`config.mk`:
```
export PLATFORM = sky130hd
export DESIGN_NAME = spi_burst_sequencer
export DESIGN_NICKNAME = d
export VERILOG_FILES = /design/src/rtl/spi_seq_pkg.sv /design/src/rtl/spi_seq_fifo.sv /design/src/rtl/spi_burst_sequencer.sv
export SDC_FILE = /design/constraint.sdc
export NUM_CORES = 1
export LEC_CHECK = 0
export BUFFER_PORTS_ARGS = -buffer_cell sky130_fd_sc_hd__buf_2
export CORE_MARGIN = 4
export CORE_UTILIZATION = 60
export CTS_BUF_LIST = sky130_fd_sc_hd__clkbuf_16
export DETAILED_ROUTE_END_ITERATION = 10
export HOLD_SLACK_MARGIN = 0.05
export PLACE_DENSITY = 0.87
export SYNTH_ARGS = -nofsm -noshare
export SYNTH_HDL_FRONTEND = slang
export SYNTH_HIERARCHICAL = 1
export SYNTH_SLANG_ARGS = --single-unit
export TNS_END_PERCENT = 20
```
`constraint.sdc`:
```
create_clock -name i_clk -period 5.7 [get_ports i_clk]
set_clock_uncertainty 0.05 [all_clocks]
set_input_delay 0 -clock i_clk [delete_from_list [all_inputs] [get_ports i_clk]]
set_output_delay 0 -clock i_clk [all_outputs]
set_load 0.02 [all_outputs]
```
`src/rtl/spi_seq_pkg.sv`:
```
// Shared definitions for the SPI burst sequencer: FSM state encoding and the
// default byte transmitted when a burst outruns the TX FIFO.
package spi_seq_pkg;

    typedef enum logic [1:0] {
        ST_IDLE     = 2'd0,
        ST_ISSUE    = 2'd1,
        ST_WAIT_ACK = 2'd2,
        ST_WAIT_RDY = 2'd3
    } seq_state_e;

    localparam logic [7:0] SPI_SEQ_FILL_BYTE = 8'hFF;

endpackage

```
`src/rtl/spi_seq_fifo.sv`:
```
// Synchronous FIFO with a combinational head view, so the consumer sees the
// oldest entry as soon as it is written. Depth must be a power of two.
module spi_seq_fifo #(
    parameter int DATA_BW    = 8,
    parameter int FIFO_DEPTH = 16
) (
    input  logic                        i_clk,
    input  logic                        i_rstn,
    input  logic                        i_wr_en,
    input  logic [DATA_BW-1:0]          i_wr_data,
    input  logic                        i_rd_en,
    output logic [DATA_BW-1:0]          o_rd_data,
    output logic                        o_full,
    output logic                        o_empty,
    output logic [$clog2(FIFO_DEPTH):0] o_count
);

    localparam int AW = $clog2(FIFO_DEPTH);
    localparam logic [AW:0] FULL_CNT = (AW+1)'(FIFO_DEPTH);

    logic [DATA_BW-1:0] mem_q [FIFO_DEPTH];
    logic [AW-1:0]      wr_ptr_q, wr_ptr_d;
    logic [AW-1:0]      rd_ptr_q, rd_ptr_d;
    logic [AW:0]        count_q, count_d;
    logic               wr_ok, rd_ok;

    assign o_full    = (count_q == FULL_CNT);
    assign o_empty   = (count_q == '0);
    assign o_count   = count_q;
    assign o_rd_data = mem_q[rd_ptr_q];
    assign wr_ok     = i_wr_en && !o_full;
    assign rd_ok     = i_rd_en && !o_empty;

    // Pointers are exactly AW bits wide, so they wrap modulo the depth.
    always_comb begin
        wr_ptr_d = wr_ptr_q;
        rd_ptr_d = rd_ptr_q;
        count_d  = count_q;
        if (wr_ok) begin
            wr_ptr_d = wr_ptr_q + 1'b1;
        end
        if (rd_ok) begin
            rd_ptr_d = rd_ptr_q + 1'b1;
        end
        case ({wr_ok, rd_ok})
            2'b10:   count_d = count_q + 1'b1;
            2'b01:   count_d = count_q - 1'b1;
            default: count_d = count_q;
        endcase
    end

    always_ff @(posedge i_clk) begin
        if (!i_rstn) begin
            wr_ptr_q <= '0;
            rd_ptr_q <= '0;
            count_q  <= '0;
        end else begin
            wr_ptr_q <= wr_ptr_d;
            rd_ptr_q <= rd_ptr_d;
            count_q  <= count_d;
        end
    end

    always_ff @(posedge i_clk) begin
        if (wr_ok) begin
            mem_q[wr_ptr_q] <= i_wr_data;
        end
    end

endmodule

```
`src/rtl/spi_burst_sequencer.sv`:
```
// Runs N-byte bursts through spi_controller as back-to-back single-byte transfers,
// buffering TX and RX bytes in FIFOs. Define SPI_SEQ_FILL_EN to send FILL_BYTE on TX underflow.
module spi_burst_sequencer
    import spi_seq_pkg::*;
#(
    parameter int                 DATA_BW    = 8,
    parameter int                 LEN_BW     = 8,
    parameter int                 FIFO_DEPTH = 16,
    parameter logic [DATA_BW-1:0] FILL_BYTE  = DATA_BW'(SPI_SEQ_FILL_BYTE)
) (
    input  logic               i_clk,
    input  logic               i_rstn,
    input  logic               i_wr_en,
    input  logic [DATA_BW-1:0] i_wr_data,
    output logic               o_tx_full,
    input  logic               i_start,
    input  logic [LEN_BW-1:0]  i_len,
    output logic               o_busy,
    output logic               o_done,
    output logic               o_rx_valid,
    output logic [DATA_BW-1:0] o_rx_data,
    input  logic               i_rx_ready,
    output logic               o_rx_drop,
    output logic               o_spi_tx_en,
    output logic [DATA_BW-1:0] o_spi_tx_data,
    input  logic               i_spi_tx_ready,
    input  logic               i_spi_rx_ack,
    input  logic [DATA_BW-1:0] i_spi_rx_data
);

    localparam int CW = $clog2(FIFO_DEPTH) + 1;

    seq_state_e         state_q, state_d;
    logic [LEN_BW-1:0]  cnt_q, cnt_d;
    logic               busy_q, busy_d;
    logic               done_q, done_d;
    logic               tx_en_q, tx_en_d;
    logic [DATA_BW-1:0] tx_data_q, tx_data_d;
    logic               drop_q, drop_d;
    logic               seen_low_q, seen_low_d;

    logic               tx_pop, rx_push;
    logic               tx_empty, rx_full, rx_empty;
    logic [DATA_BW-1:0] tx_head;
    logic [CW-1:0]      tx_count, rx_count;
    logic               unused_levels;

    spi_seq_fifo #(
        .DATA_BW    (DATA_BW),
        .FIFO_DEPTH (FIFO_DEPTH)
    ) u_tx_fifo (
        .i_clk     (i_clk),
        .i_rstn    (i_rstn),
        .i_wr_en   (i_wr_en),
        .i_wr_data (i_wr_data),
        .i_rd_en   (tx_pop),
        .o_rd_data (tx_head),
        .o_full    (o_tx_full),
        .o_empty   (tx_empty),
        .o_count   (tx_count)
    );

    spi_seq_fifo #(
        .DATA_BW    (DATA_BW),
        .FIFO_DEPTH (FIFO_DEPTH)
    ) u_rx_fifo (
        .i_clk     (i_clk),
        .i_rstn    (i_rstn),
        .i_wr_en   (rx_push),
        .i_wr_data (i_spi_rx_data),
        .i_rd_en   (i_rx_ready),
        .o_rd_data (o_rx_data),
        .o_full    (rx_full),
        .o_empty   (rx_empty),
        .o_count   (rx_count)
    );

    assign o_rx_valid    = !rx_empty;
    assign unused_levels = ^{tx_count, rx_count};

`ifndef SPI_SEQ_FILL_EN
    logic unused_fill;
    assign unused_fill = ^FILL_BYTE;
`endif

    always_comb begin
        state_d    = state_q;
        cnt_d      = cnt_q;
        done_d     = 1'b0;
        tx_en_d    = 1'b0;
        tx_data_d  = tx_data_q;
        drop_d     = 1'b0;
        seen_low_d = seen_low_q;
        tx_pop     = 1'b0;
        rx_push    = 1'b0;

        case (state_q)
            ST_IDLE: begin
                if (i_start) begin
                    if (i_len != '0) begin
                        cnt_d   = i_len;
                        state_d = ST_ISSUE;
                    end else begin
                        done_d = 1'b1;
                    end
                end
            end

            ST_ISSUE: begin
                seen_low_d = 1'b0;
`ifdef SPI_SEQ_FILL_EN
                if (i_spi_tx_ready) begin
                    tx_en_d = 1'b1;
                    state_d = ST_WAIT_ACK;
                    if (!tx_empty) begin
                        tx_pop    = 1'b1;
                        tx_data_d = tx_head;
                    end else begin
                        tx_data_d = FILL_BYTE;
                    end
                end
`else
                if (i_spi_tx_ready && !tx_empty) begin
                    tx_en_d   = 1'b1;
                    tx_pop    = 1'b1;
                    tx_data_d = tx_head;
                    state_d   = ST_WAIT_ACK;
                end
`endif
            end

            ST_WAIT_ACK: begin
                if (!i_spi_tx_ready) begin
                    seen_low_d = 1'b1;
                end
                if (i_spi_rx_ack) begin
                    // A dropped byte still completes its slot in the burst.
                    if (rx_full) begin
                        drop_d = 1'b1;
                    end else begin
                        rx_push = 1'b1;
                    end
                    cnt_d = cnt_q - 1'b1;
                    if (cnt_q == LEN_BW'(1)) begin
                        done_d  = 1'b1;
                        state_d = ST_IDLE;
                    end else begin
                        state_d = ST_WAIT_RDY;
                    end
                end
            end

            ST_WAIT_RDY: begin
                // Only a ready that was seen low since the last issue counts as a rising edge.
                if (!i_spi_tx_ready) begin
                    seen_low_d = 1'b1;
                end else if (seen_low_q) begin
                    state_d = ST_ISSUE;
                end
            end

            default: state_d = ST_IDLE;
        endcase

        busy_d = (state_d != ST_IDLE);
    end

    always_ff @(posedge i_clk) begin
        if (!i_rstn) begin
            state_q    <= ST_IDLE;
            cnt_q      <= '0;
            busy_q     <= 1'b0;
            done_q     <= 1'b0;
            tx_en_q    <= 1'b0;
            tx_data_q  <= '0;
            drop_q     <= 1'b0;
            seen_low_q <= 1'b0;
        end else begin
            state_q    <= state_d;
            cnt_q      <= cnt_d;
            busy_q     <= busy_d;
            done_q     <= done_d;
            tx_en_q    <= tx_en_d;
            tx_data_q  <= tx_data_d;
            drop_q     <= drop_d;
            seen_low_q <= seen_low_d;
        end
    end

    assign o_busy        = busy_q;
    assign o_done        = done_q;
    assign o_spi_tx_en   = tx_en_q;
    assign o_spi_tx_data = tx_data_q;
    assign o_rx_drop     = drop_q;

endmodule

```
==> impl_metrics.env, run 1 <==
export IMPL_design_die_area_sq_um=24030
export IMPL_whs_path_depth=4
export IMPL_hold_ws_ns=0.2841
export IMPL_wl_mm=26.44
export IMPL_synth_top_area_cell="edfxtp_1"
export IMPL_cts_hold_buffers=39
export IMPL_ys_flop_type="edfxtp_1"
export IMPL_final_instance_count_excl_fill=1172
export IMPL_drive_above_1_share_pct=21.63
export IMPL_crit_slowest_cell="dfxtp_1"
export IMPL_syn_area_per_cell_sq_um=16.40
export IMPL_period_needed_ns=3.599
export IMPL_synth_area_mux_share_pct=12.50
export IMPL_fp_dieH_microns=155.0
export IMPL_postSynth_asyncResetShare_pct=0
export IMPL_reg2reg_to="u_rx_fifo/o_count[4]$_SDFFE_PN0P_"
export IMPL_overflow=0
export IMPL_ir_worst_vdd_uv=286.8
export IMPL_core_sq_um=21150
export IMPL_gp_congestion=0.8403
export IMPL_syn_nets=840
export IMPL_track_usage_pct=22.29
export IMPL_die_w_microns=155.0
export IMPL_cp_start_kind="flip-flop"
export IMPL_reg2reg_depth=11
export IMPL_synth_top_family_by_area="multiplexers"
export IMPL_cp_cell_sequence="nor2b_1 > nand2_2 > nor2_1 > o21a_1 > inv_2 > ha_1 > ha_1 > nand2_1 > a21o_1 > a221oi_1 > mux2i_1"
export IMPL_yosysWarnings=6
export IMPL_syn_area_sq_um=12970
export IMPL_numCtsBuffers=31
export IMPL_cp_max_fo=12
export IMPL_setup_viol=0
export IMPL_holdPathEnd="seen_low_q$_SDFFE_PN0P_"
export IMPL_vias_per_cell=6.211
export IMPL_fin_ws_ns=2.101
export IMPL_syn_to_final_growth_pct=13.96
export IMPL_yosys_area_share_simple_pct=7.919
export IMPL_crit_top_cell="ha_1"
export IMPL_drc=0
export IMPL_seq_area_frac_synth_pct=68.06
export IMPL_synth_edff_count=256
export IMPL_arrival_ns=4.01
export IMPL_critical_path_endpoint_type="flip-flop"
export IMPL_tns_ns=0
export IMPL_path_buf_inv=1
export IMPL_clockBufferDepth=3
export IMPL_place_port_buffers=52
export IMPL_n_fill_cell=1232
export IMPL_regToRegStartpoint="state_q[1]$_SDFF_PN0_"
export IMPL_relSlewSlack_pct=15.52
export IMPL_hold_violations=0
export IMPL_rows=53
export IMPL_worst_slew_pin_slew_ns=1.257
export IMPL_dr_pass1_iters=5
export IMPL_synth_compound_area_share_pct=6.183
export IMPL_drtIter0Drc=648
export IMPL_grt_pass1_wl_mm=41.70
export IMPL_synth_top_area_share_pct=59.26
export IMPL_drv_slew=0
export IMPL_synth_fa_ha_area_share_pct=1.736
export IMPL_crit_required_ns=6.11
export IMPL_hp_class="in -> reg"
export IMPL_r2r_slack_ns=2.10
export IMPL_synthTopCellsByArea="edfxtp_1 (59%), mux4_2 (11%), dfxtp_1 (8.8%)"
export IMPL_initial_core_util_pct=61.32
export IMPL_synth_distinct_cells=71
export IMPL_diodes=0
export IMPL_clkSlewWorstSetupHoldPaths_ns=0.06
export IMPL_grt_pass1_vias=7433
export IMPL_fmax_mhz=277.9
export IMPL_post_route_period_util_pct=63.13
export IMPL_dpl_cell_count=1078
export IMPL_status="finished clean"
export IMPL_ant_nets=0
export IMPL_synth_xor_xnor_area_share_pct=0.8103
export IMPL_ys_ff_latch=313
export IMPL_clock_sinks=313
export IMPL_dpl_hpwl_mm=15.99
export IMPL_cts_tree="yes"
export IMPL_pre_cts_ws_ns=2.185
export IMPL_slowest_delay_ns=0.64
export IMPL_cts_resized=0
export IMPL_p_leak_nw=5.011
export IMPL_cap_viol_max_count=0
export IMPL_grt_start_max_net_pins=52
export IMPL_htreeDepth=1
export IMPL_rsz0062_at_grt="false"
export IMPL_powerDensity_nw_per_um2=331.3
export IMPL_critPathKind="reg -> reg"
export IMPL_wl_per_cell_microns=22.56
export IMPL_p_total_w=0.004897
export IMPL_vias=7279
export IMPL_min_from="i_spi_tx_ready"
export IMPL_nets=924
export IMPL_ios=53
export IMPL_synthCells=791
export IMPL_clockRootBuffer="clkbuf_16"
export IMPL_worst_path_dominant_cell_family="simple AND/OR/NAND/NOR gates"
export IMPL_cts_post_setup_buffers_inserted=0
export IMPL_antenna_found_initial=0
export IMPL_insertion_delay_ns=0.54
[per-stage QoR]
step	utilization (%)	instance area (sq um)
final	69.88	14780
after global routing	69.88	14780
after CTS	69.88	14780
after detailed placement	63.17	13360
after global placement	63.17	13360
after floorplan	-	12970
[state kept, by name (all words and copies together) (netlist names), named ones only]
| signal | flops |
|---|---|
| o_busy | 1 |
| o_spi_tx_en | 1 |
| state_q | 2 |
| seen_low_q | 1 |
| u_rx_fifo/rd_ptr_q | 4 |
| cnt_q | 8 |
| u_tx_fifo/mem_q | 128 |
| o_spi_tx_data | 8 |
| o_rx_drop | 1 |
| u_rx_fifo/o_count | 5 |
| u_tx_fifo/rd_ptr_q | 4 |
| o_done | 1 |
| u_tx_fifo/o_count | 5 |
| u_tx_fifo/wr_ptr_q | 4 |
| u_rx_fifo/mem_q | 128 |
| u_rx_fifo/wr_ptr_q | 4 |
[power by group]
| part | switching, W | internal (W) | leakage, nW | total [W] |
|---|---|---|---|---|
| Combinational | 0.000185 | 0.000144 | 1.73 | 0.000329 |
| Clock | 0.000820 | 0.00121 | 0.512 | 0.00203 |
| Sequential | 0.0000310 | 0.00250 | 2.77 | 0.00254 |
| Total | 0.00104 | 0.00386 | 5.01 | 0.00490 |
[cell usage after synthesis (9+ instances only)]
cell and n:
inv_1 17, clkbuf_1 23, dfxtp_1 57, ha_1 18, o21a_1 12, a21oi_1 14
nor3_1 14, nor2_1 58, mux2i_1 18, a22oi_1 33, edfxtp_1 256, nand2_1 39
nand2b_1 9, nor2b_1 12, buf_6 9, mux4_2 64, buf_2 9, and2_1 11
[logic make-up (layout without fill, tap and decap cells)]
kind of cell             count (synthesis)  in the layout
AO/OA/AOI/OAI                          106            106
XOR/XNOR                                12             12
adder cells (fa/ha/maj)                 18             18
buffers and inverters                   70            176
flip-flops                             313            313
multiplexers                            82             82
AND/OR/NAND/NOR                        190            190
[per-layer routing]
| layer | wire, microns | global-route usage, % |
|---|---|---|
| met1 | 10100 | 28.76 |
| met2 | 14430 | 40.13 |
| met3 | 1225 | 2.809 |
| met4 | 685 | 6.182 |
| met5 | 0 | 0 |
[worst max path at each step]
stage / to / startpoint / slack [ns] / cells after the start
after floorplan: u_rx_fifo/o_count[4]$_SDFFE_PN0P_ / u_rx_fifo/o_count[1]$_SDFFE_PN0P_ / 2.66 / 16
after global placement: u_rx_fifo/o_count[4]$_SDFFE_PN0P_ / state_q[1]$_SDFF_PN0_ / 2.34 / 11
after detailed placement: u_rx_fifo/o_count[4]$_SDFFE_PN0P_ / state_q[1]$_SDFF_PN0_ / 2.19 / 11
after CTS: u_rx_fifo/o_count[4]$_SDFFE_PN0P_ / state_q[1]$_SDFF_PN0_ / 2.18 / 11
after global routing: u_rx_fifo/o_count[4]$_SDFFE_PN0P_ / state_q[1]$_SDFF_PN0_ / 1.81 / 11
final: u_rx_fifo/o_count[4]$_SDFFE_PN0P_ / state_q[1]$_SDFF_PN0_ / 2.10 / 11
[cells in the final DEF, fill, tap and decap left out, types with 4 or more instances in the layout]
master	count
buf_2	52
clkinv_1	7
o32ai_1	4
mux2i_1	18
nand2_1	39
xnor2_1	6
o21ai_0	8
edfxtp_1	256
xor2_1	6
nand4_1	6
inv_1	21
clkbuf_16	31
ha_1	18
buf_4	9
clkinv_4	4
o21a_1	12
mux4_2	64
nand3_1	8
nor2_1	58
a22oi_1	33
nor3_1	14
dlygate4sd3_1	39
a21oi_1	14
nand2b_1	9
and2_1	11
dfxtp_1	55
nor2b_1	12
nand3b_1	4
bufinv_16	5
[worst register-to-register path, cell delays in order (launching register included)]
cell      delay (ns)
dfxtp_1         0.64
nor2b_1         0.46
nand2_2         0.25
nor2_1          0.27
o21a_1          0.33
inv_2           0.05
ha_1            0.31
ha_1            0.38
nand2_1         0.07
a21o_1          0.16
a221oi_1        0.34
mux2i_1         0.22
[area by class of cell]
type | count | area (sq um) | area share [%]
flip-flops and latches | 313 | 8831 | 59.74
multi-input cells | 408 | 3781 | 25.58
clock buffers | 31 | 775.7 | 5.248
repair buffers | 100 | 718.2 | 4.859
well taps | 275 | 344.1 | 2.328
clock inverters | 24 | 252.7 | 1.710
inverters | 21 | 78.83 | 0.5333
(Power assumes the default switching activity.)
==> run 2, diff against run 1 <==
ABC_AREA = 1   (was default)
clock period = 3.35 ns   (was 5.7 ns; I/O delays follow)
==> run 2 against run 1 <==
  * Maximum frequency grew 27%
  * First-iteration DRC count grew 30%
  * Non-clock buffer count shrank 8
  * Critical endpoint is now u_tx_fifo/o_count[4]$_SDFFE_PN0P_
  * Largest cell class unchanged
==> impl_metrics.env, run 2 <==
export IMPL_vias_per_cell=5.983
export IMPL_grt_pass1_vias=8949
export IMPL_drtIter0Drc=842
export IMPL_synth_common_cells="edfxtp_1 (256), inv_1 (122), nor2_1 (94)"
export IMPL_rows=54
export IMPL_synthTopCellsByArea="edfxtp_1 (58%), dfxtp_1 (8.6%), mux2i_1 (4.8%)"
export IMPL_initial_core_util_pct=61.13
export IMPL_path_buf_inv=4
export IMPL_grt_start_max_net_pins=83
export IMPL_status="finished clean"
export IMPL_hold_violations=0
export IMPL_core_sq_um=21820
export IMPL_r2r_slack_ns=0.52
export IMPL_fin_ws_ns=0.5198
export IMPL_top_regs="u_rx_fifo/mem_q (128), u_tx_fifo/mem_q (128)"
export IMPL_p_total_w=0.01006
export IMPL_clockRootBuffer="clkbuf_16"
export IMPL_post_route_period_util_pct=84.48
export IMPL_worst_path_dominant_cell_family="simple AND/OR/NAND/NOR gates"
export IMPL_hold_ws_ns=0.2858
export IMPL_mostFrequentLayoutCell="edfxtp_1"
export IMPL_p_leak_nw=5.544
export IMPL_whs_path_depth=4
export IMPL_ir_worst_vdd_uv=414.0
export IMPL_critical_path_endpoint_type="flip-flop"
export IMPL_slowest_delay_ns=0.47
export IMPL_ios=53
export IMPL_gp_congestion=0.9027
export IMPL_overflow=0
export IMPL_n_fill_cell=1432
export IMPL_syn_to_final_growth_pct=13.33
export IMPL_drv_slew=0
export IMPL_synth_edff_count=256
export IMPL_final_cell_mix="edfxtp_1 (256), inv_1 (126), nor2_1 (94)"
export IMPL_final_area_sq_um=15120
export IMPL_cts_tree="yes"
export IMPL_synth_distinct_cells=37
export IMPL_insertion_delay_ns=0.55
export IMPL_cp_start_kind="flip-flop"
export IMPL_fp_dieH_microns=157.1
export IMPL_holdPathEnd="o_rx_drop$_SDFF_PN0_"
export IMPL_clock_sinks=313
export IMPL_post_synth_top_count_cell="edfxtp_1"
export IMPL_min_from="i_spi_rx_ack"
export IMPL_syn_nets=1177
export IMPL_multiInputGateArea_sq_um=3729
export IMPL_syn_area_sq_um=13340
export IMPL_seq_area_frac_synth_pct=66.18
export IMPL_drc=0
export IMPL_worst_slew_pin_slew_ns=1.096
export IMPL_register_area_sq_um=8836
export IMPL_crit_path_start="u_tx_fifo/o_count[2]$_SDFFE_PN0P_"
export IMPL_reg2reg_to="u_tx_fifo/o_count[4]$_SDFFE_PN0P_"
export IMPL_wl_per_cell_microns=19.78
export IMPL_ys_ff_latch=313
export IMPL_antenna_found_initial=0
export IMPL_wl_mm=29.87
export IMPL_powerDensity_nw_per_um2=665.5
export IMPL_dr_pass1_iters=5
export IMPL_place_area_sq_um=13740
export IMPL_clockBufferDepth=3
export IMPL_cap_viol_max_count=0
export IMPL_drive_above_1_share_pct=12.28
export IMPL_relSlewSlack_pct=26.87
export IMPL_htreeDepth=1
export IMPL_cp_max_fo=11
export IMPL_ys_flop_type="edfxtp_1"
export IMPL_reg2reg_depth=17
export IMPL_cts_post_setup_buffers_inserted=0
export IMPL_synth_top_area_cell="edfxtp_1"
export IMPL_ant_nets=0
export IMPL_die_w_microns=157.1
export IMPL_rsz0062_at_grt="false"
export IMPL_design_die_area_sq_um=24680
export IMPL_pre_cts_ws_ns=0.5598
export IMPL_synthCells=1128
export IMPL_place_port_buffers=52
export IMPL_period_needed_ns=2.830
export IMPL_critPathKind="reg -> reg"
export IMPL_tns_ns=0
export IMPL_crit_required_ns=3.75
export IMPL_nets=1254
export IMPL_yosysWarnings=6
export IMPL_vias=9035
export IMPL_regToRegStartpoint="u_tx_fifo/o_count[2]$_SDFFE_PN0P_"
export IMPL_arrival_ns=3.23
export IMPL_syn_area_per_cell_sq_um=11.83
export IMPL_crit_top_cell="inv_1"
export IMPL_track_usage_pct=24.08
export IMPL_fmax_mhz=353.3
export IMPL_clkSlewWorstSetupHoldPaths_ns=0.06
export IMPL_postSynth_asyncResetShare_pct=0
export IMPL_grt_pass1_wl_mm=46.83
export IMPL_hp_class="in -> reg"
export IMPL_cp_cell_sequence="nor2_2 > nand3_2 > inv_1 > or2_2 > nor2_4 > nand2_4 > inv_6 > ha_1 > xor2_1 > ha_1 > inv_1 > nand2_2 > nand2_2 > nand3_1 > nand3_1 > nand2_1 > inv_1"
export IMPL_crit_slowest_cell="dfxtp_1"
export IMPL_numCtsBuffers=31
export IMPL_dpl_hpwl_mm=18.57
export IMPL_setup_viol=0
export IMPL_diodes=0
export IMPL_synth_top_area_share_pct=57.63
run 2: changes by cell type in the layout (fill, tap and decap cells not counted), sizes merged, moves of 33 or more:
cell    before  now
a21oi       14   91
a22oi       33    0
inv         24  141
mux2i       18   64
mux4        64    0
nand2       40   99
nand3        8   54
nor2        59  104
o211ai       5   64
o21ai       11  111
run 2: worst max-delay path by stage:
stage	end	slack [ns]	cells after the start
after detailed placement	u_tx_fifo/o_count[4]$_SDFFE_PN0P_	0.56	17
after CTS	u_tx_fifo/o_count[4]$_SDFFE_PN0P_	0.51	17
after global routing	u_tx_fifo/o_count[4]$_SDFFE_PN0P_	0.33	17
after floorplan	u_tx_fifo/o_count[4]$_SDFFE_PN0P_	0.91	18
after global placement	u_tx_fifo/o_count[4]$_SDFFE_PN0P_	0.64	17
final	u_tx_fifo/o_count[4]$_SDFFE_PN0P_	0.52	17
run 2: power breakdown:
group	internal [W]	switching, W	leakage [nW]
clock	0.00200	0.00142	0.512
combinational	0.000729	0.00131	2.26
sequential	0.00436	0.000233	2.77
total	0.00709	0.00297	5.54
run 2: cell families after synthesis:
| kind of cell | count (synthesis) | synth area share [%] |
|---|---|---|
| simple gates | 271 | 9.323 |
| flops | 313 | 66.18 |
| compound gates | 269 | 11.42 |
| buf+inv | 183 | 5.871 |
| xor+xnor | 10 | 0.7129 |
| mux | 64 | 4.802 |
| fa+ha+maj | 18 | 1.688 |
run 2: per-layer routing:
layer	global-route usage [%]	vias up	share of wire (%)	wire (microns)
li1	-	4169	-	-
met1	31.43	4314	38	11450
met2	41.43	476	50	15040
met3	3.602	76	8.4	2515
met4	8.726	0	2.9	856
met5	0	-	0	0
run 2: area by class of cell:
class	instances	share of cell area, %
well taps	280	2.317
flip-flops and latches	313	58.45
clock inverters	27	1.655
clock buffers	31	5.131
repair buffers	92	4.370
multi-input cells	632	24.66
inverters	135	3.418
run 2: through the flow:
stage               cells  util, %
floorplan            1128        -
global placement     1417    62.97
detailed placement   1417    62.97
CTS                  1510    69.28
global route         1510    69.28
finish               1510    69.28
run 2: timing repair:
| item | in CTS | in global routing |
|---|---|---|
| hold endpoints to repair | 306 | 0 |
| hold buffers | 35 | 0 |
| resized for setup | 0 | 0 |
run 2: worst reg2reg max path, cell delays in order (launching register included):
cell and delay [ns]:
dfxtp_1 0.47, nor2_2 0.09, nand3_2 0.10, inv_1 0.05, or2_2 0.32, nor2_4 0.30
nand2_4 0.12, inv_6 0.10, ha_1 0.30, xor2_1 0.22, ha_1 0.17, inv_1 0.05
nand2_2 0.08, nand2_2 0.06, nand3_1 0.08, nand3_1 0.07, nand2_1 0.07, inv_1 0.03
==> run 3, diff against run 2 <==
ABC_AREA = 0   (was 1)
clock period = 2.9 ns   (was 3.35 ns; I/O delays follow)
==> run 3 against run 2 <==
  * Critical path depth shrank 8
  * Combinational power shrank 65%
  * Die area shrank 2.6%
  * Sequential cell count is the same
  * Via count shrank 17%
  * Count of clock-buffer cells in the layout is the same
  * Clock power grew 5%
  * Worst setup slack lost 0.38 ns
  * Core utilization grew 1.2 points
  * Critical path type is now in -> reg
  * Largest power group unchanged
==> impl_metrics.env, run 3 (synthesis results as in run 1) <==
export IMPL_ant_nets=0
export IMPL_place_port_buffers=52
export IMPL_p_int_w=0.007238
export IMPL_regToRegStartpoint="u_tx_fifo/o_count[0]$_SDFFE_PN0P_"
export IMPL_numCtsBuffers=30
export IMPL_tns_ns=0
export IMPL_rows=53
export IMPL_period_needed_ns=2.761
export IMPL_power_share_clock_pct=38.8
export IMPL_antenna_found_initial=0
export IMPL_cp_max_fo=4
export IMPL_drtIter0Drc=836
export IMPL_rsz0062_at_grt="true"
export IMPL_htreeDepth=1
export IMPL_dr_pass1_iters=5
export IMPL_power_switching_w=0.002047
export IMPL_final_cell_mix="edfxtp_1 (256), mux4_2 (64), nor2_1 (56)"
export IMPL_final_area_sq_um=14910
export IMPL_drv_slew=0
export IMPL_diodes=0
export IMPL_arrival_ns=3.14
export IMPL_fmax_mhz=362.2
export IMPL_p_sw_share_pct=22.04
export IMPL_clockBufferDepth=3
export IMPL_final_instance_count_excl_fill=1197
export IMPL_whs_path_depth=4
export IMPL_final_util_pct=70.50
export IMPL_critical_path_endpoint_type="flip-flop"
export IMPL_cts_tree="yes"
export IMPL_critPathKind="in -> reg"
export IMPL_drive_above_1_share_pct=23.75
export IMPL_setup_viol=0
export IMPL_reg2reg_depth=11
export IMPL_gp_congestion=0.8408
export IMPL_ios=53
export IMPL_initial_core_util_pct=61.32
export IMPL_holdPathEnd="seen_low_q$_SDFFE_PN0P_"
export IMPL_cp_start_kind="input pin"
export IMPL_worst_slew_pin_slew_ns=1.215
export IMPL_mostFrequentLayoutCell="edfxtp_1"
export IMPL_grt_pass1_vias=7828
export IMPL_status="finished clean"
export IMPL_dpl_cell_count=1100
export IMPL_reg2reg_to="u_tx_fifo/o_count[3]$_SDFFE_PN0P_"
export IMPL_overflow=0
export IMPL_post_route_period_util_pct=95.20
export IMPL_cts_post_setup_buffers_inserted=0
export IMPL_nets=947
export IMPL_relSlewSlack_pct=18.38
export IMPL_wl_mm=27.41
export IMPL_crit_required_ns=3.28
export IMPL_clkSlewWorstSetupHoldPaths_ns=0.06
export IMPL_grt_pass1_wl_mm=44.02
export IMPL_p_leak_nw=5.108
export IMPL_vias=7475
export IMPL_p_comb_share_pct=7.6
export IMPL_seq_power_share_pct=53.6
export IMPL_clock_sinks=313
export IMPL_grt_start_max_net_pins=33
export IMPL_design_die_area_sq_um=24030
export IMPL_place_area_sq_um=13570
export IMPL_dpl_hpwl_mm=16.31
export IMPL_hold_violations=0
export IMPL_powerDensity_nw_per_um2=622.6
export IMPL_insertion_delay_ns=0.55
export IMPL_fin_ws_ns=0.1393
export IMPL_ir_worst_vdd_uv=531.2
export IMPL_min_from="i_spi_tx_ready"
export IMPL_core_sq_um=21150
export IMPL_fp_dieH_microns=155.0
export IMPL_top_regs="u_rx_fifo/mem_q (128), u_tx_fifo/mem_q (128)"
export IMPL_pre_cts_ws_ns=0.06119
export IMPL_die_w_microns=155.0
export IMPL_drc=0
export IMPL_wl_per_cell_microns=22.90
export IMPL_syn_to_final_growth_pct=14.98
export IMPL_r2r_slack_ns=0.16
export IMPL_hp_class="in -> reg"
export IMPL_clockRootBuffer="clkbuf_16"
export IMPL_vias_per_cell=6.245
export IMPL_track_usage_pct=23.55
export IMPL_cap_viol_max_count=0
run 3: cell count changes in the layout (fill, tap and decap cells not counted), sizes merged, moves of 12 or more:
cell | before | now
mux4 | 0 | 64
nand3 | 54 | 8
nand2 | 99 | 40
nor2b | 0 | 12
o211ai | 64 | 5
buf | 57 | 83
inv | 141 | 28
a22oi | 0 | 33
a21oi | 91 | 14
mux2i | 64 | 18
o21ai | 111 | 11
nor2 | 104 | 59
and2 | 0 | 12
o21a | 0 | 12
run 3: per-stage QoR:
step	hold slack, ns	total power (W)
after CTS	0.2528	0.009319
after detailed placement	0.2791	0.005700
after floorplan	0.04887	0.005508
after global routing	0.3066	0.009611
after global placement	0.2571	0.005671
final	0.3007	0.009285
run 3: timing repair:
| action | 4_1_cts | 5_1_grt |
|---|---|---|
| resized for setup | 0 | 8 |
| hold buffers | 41 | 0 |
| setup endpoints to repair | 0 | 5 |
| hold endpoints to repair | 296 | 0 |
run 3: critical path, cell delays in order:
cell	delay, ns
dlygate4sd3_1	0.53
buf_2	0.14
nor4_4	0.37
dlygate4sd3_1	0.61
a21oi_1	0.07
dlygate4sd3_1	0.59
o21ai_2	0.15
o32ai_1	0.11
dlygate4sd3_1	0.56
run 3: final cells by class:
class	count	area (sq um)
Fill cell	1221	6240
Timing Repair Buffer	124	928.4
Clock inverter	25	135.1
Tap cell	275	344.1
Multi-Input combinational cell	408	3821
Clock buffer	31	775.7
Inverter	21	78.83
Sequential cell	313	8831
run 3: worst max-delay path by stage:
stage | startpoint | end | cells after the start
2_1_floorplan | u_rx_fifo/o_count[1]$_SDFFE_PN0P_ | u_rx_fifo/o_count[4]$_SDFFE_PN0P_ | 16
3_3_place_gp | u_tx_fifo/o_count[0]$_SDFFE_PN0P_ | u_tx_fifo/o_count[3]$_SDFFE_PN0P_ | 11
3_5_place_dp | u_tx_fifo/o_count[0]$_SDFFE_PN0P_ | u_tx_fifo/o_count[3]$_SDFFE_PN0P_ | 11
4_1_cts | u_tx_fifo/o_count[0]$_SDFFE_PN0P_ | u_tx_fifo/o_count[3]$_SDFFE_PN0P_ | 11
5_1_grt | u_rx_fifo/o_count[0]$_SDFFE_PN0P_ | u_rx_fifo/o_count[4]$_SDFFE_PN0P_ | 12
6_report | i_len[2] | state_q[0]$_SDFF_PN0_ | 9
run 3: power groups by stage:
| stage | Combinational [W] | Clock, W | Sequential, W |
|---|---|---|---|
| 2_1_floorplan | 0.000446 | 0 | 0.00506 |
| 3_3_place_gp | 0.000608 | 0 | 0.00506 |
| 3_5_place_dp | 0.000631 | 0 | 0.00507 |
| 4_1_cts | 0.000689 | 0.00366 | 0.00497 |
| 5_1_grt | 0.000767 | 0.00386 | 0.00498 |
| 6_report | 0.000706 | 0.00360 | 0.00498 |
run 3: layer usage:
layer	share of wire, %	routed length, microns	vias up	global-route usage, %
li1	-	-	3310	-
met1	39	10610	3779	31.05
met2	52	14330	320	41.58
met3	5.9	1605	66	2.754
met4	3.1	858	0	7.065
met5	0	0	-	0
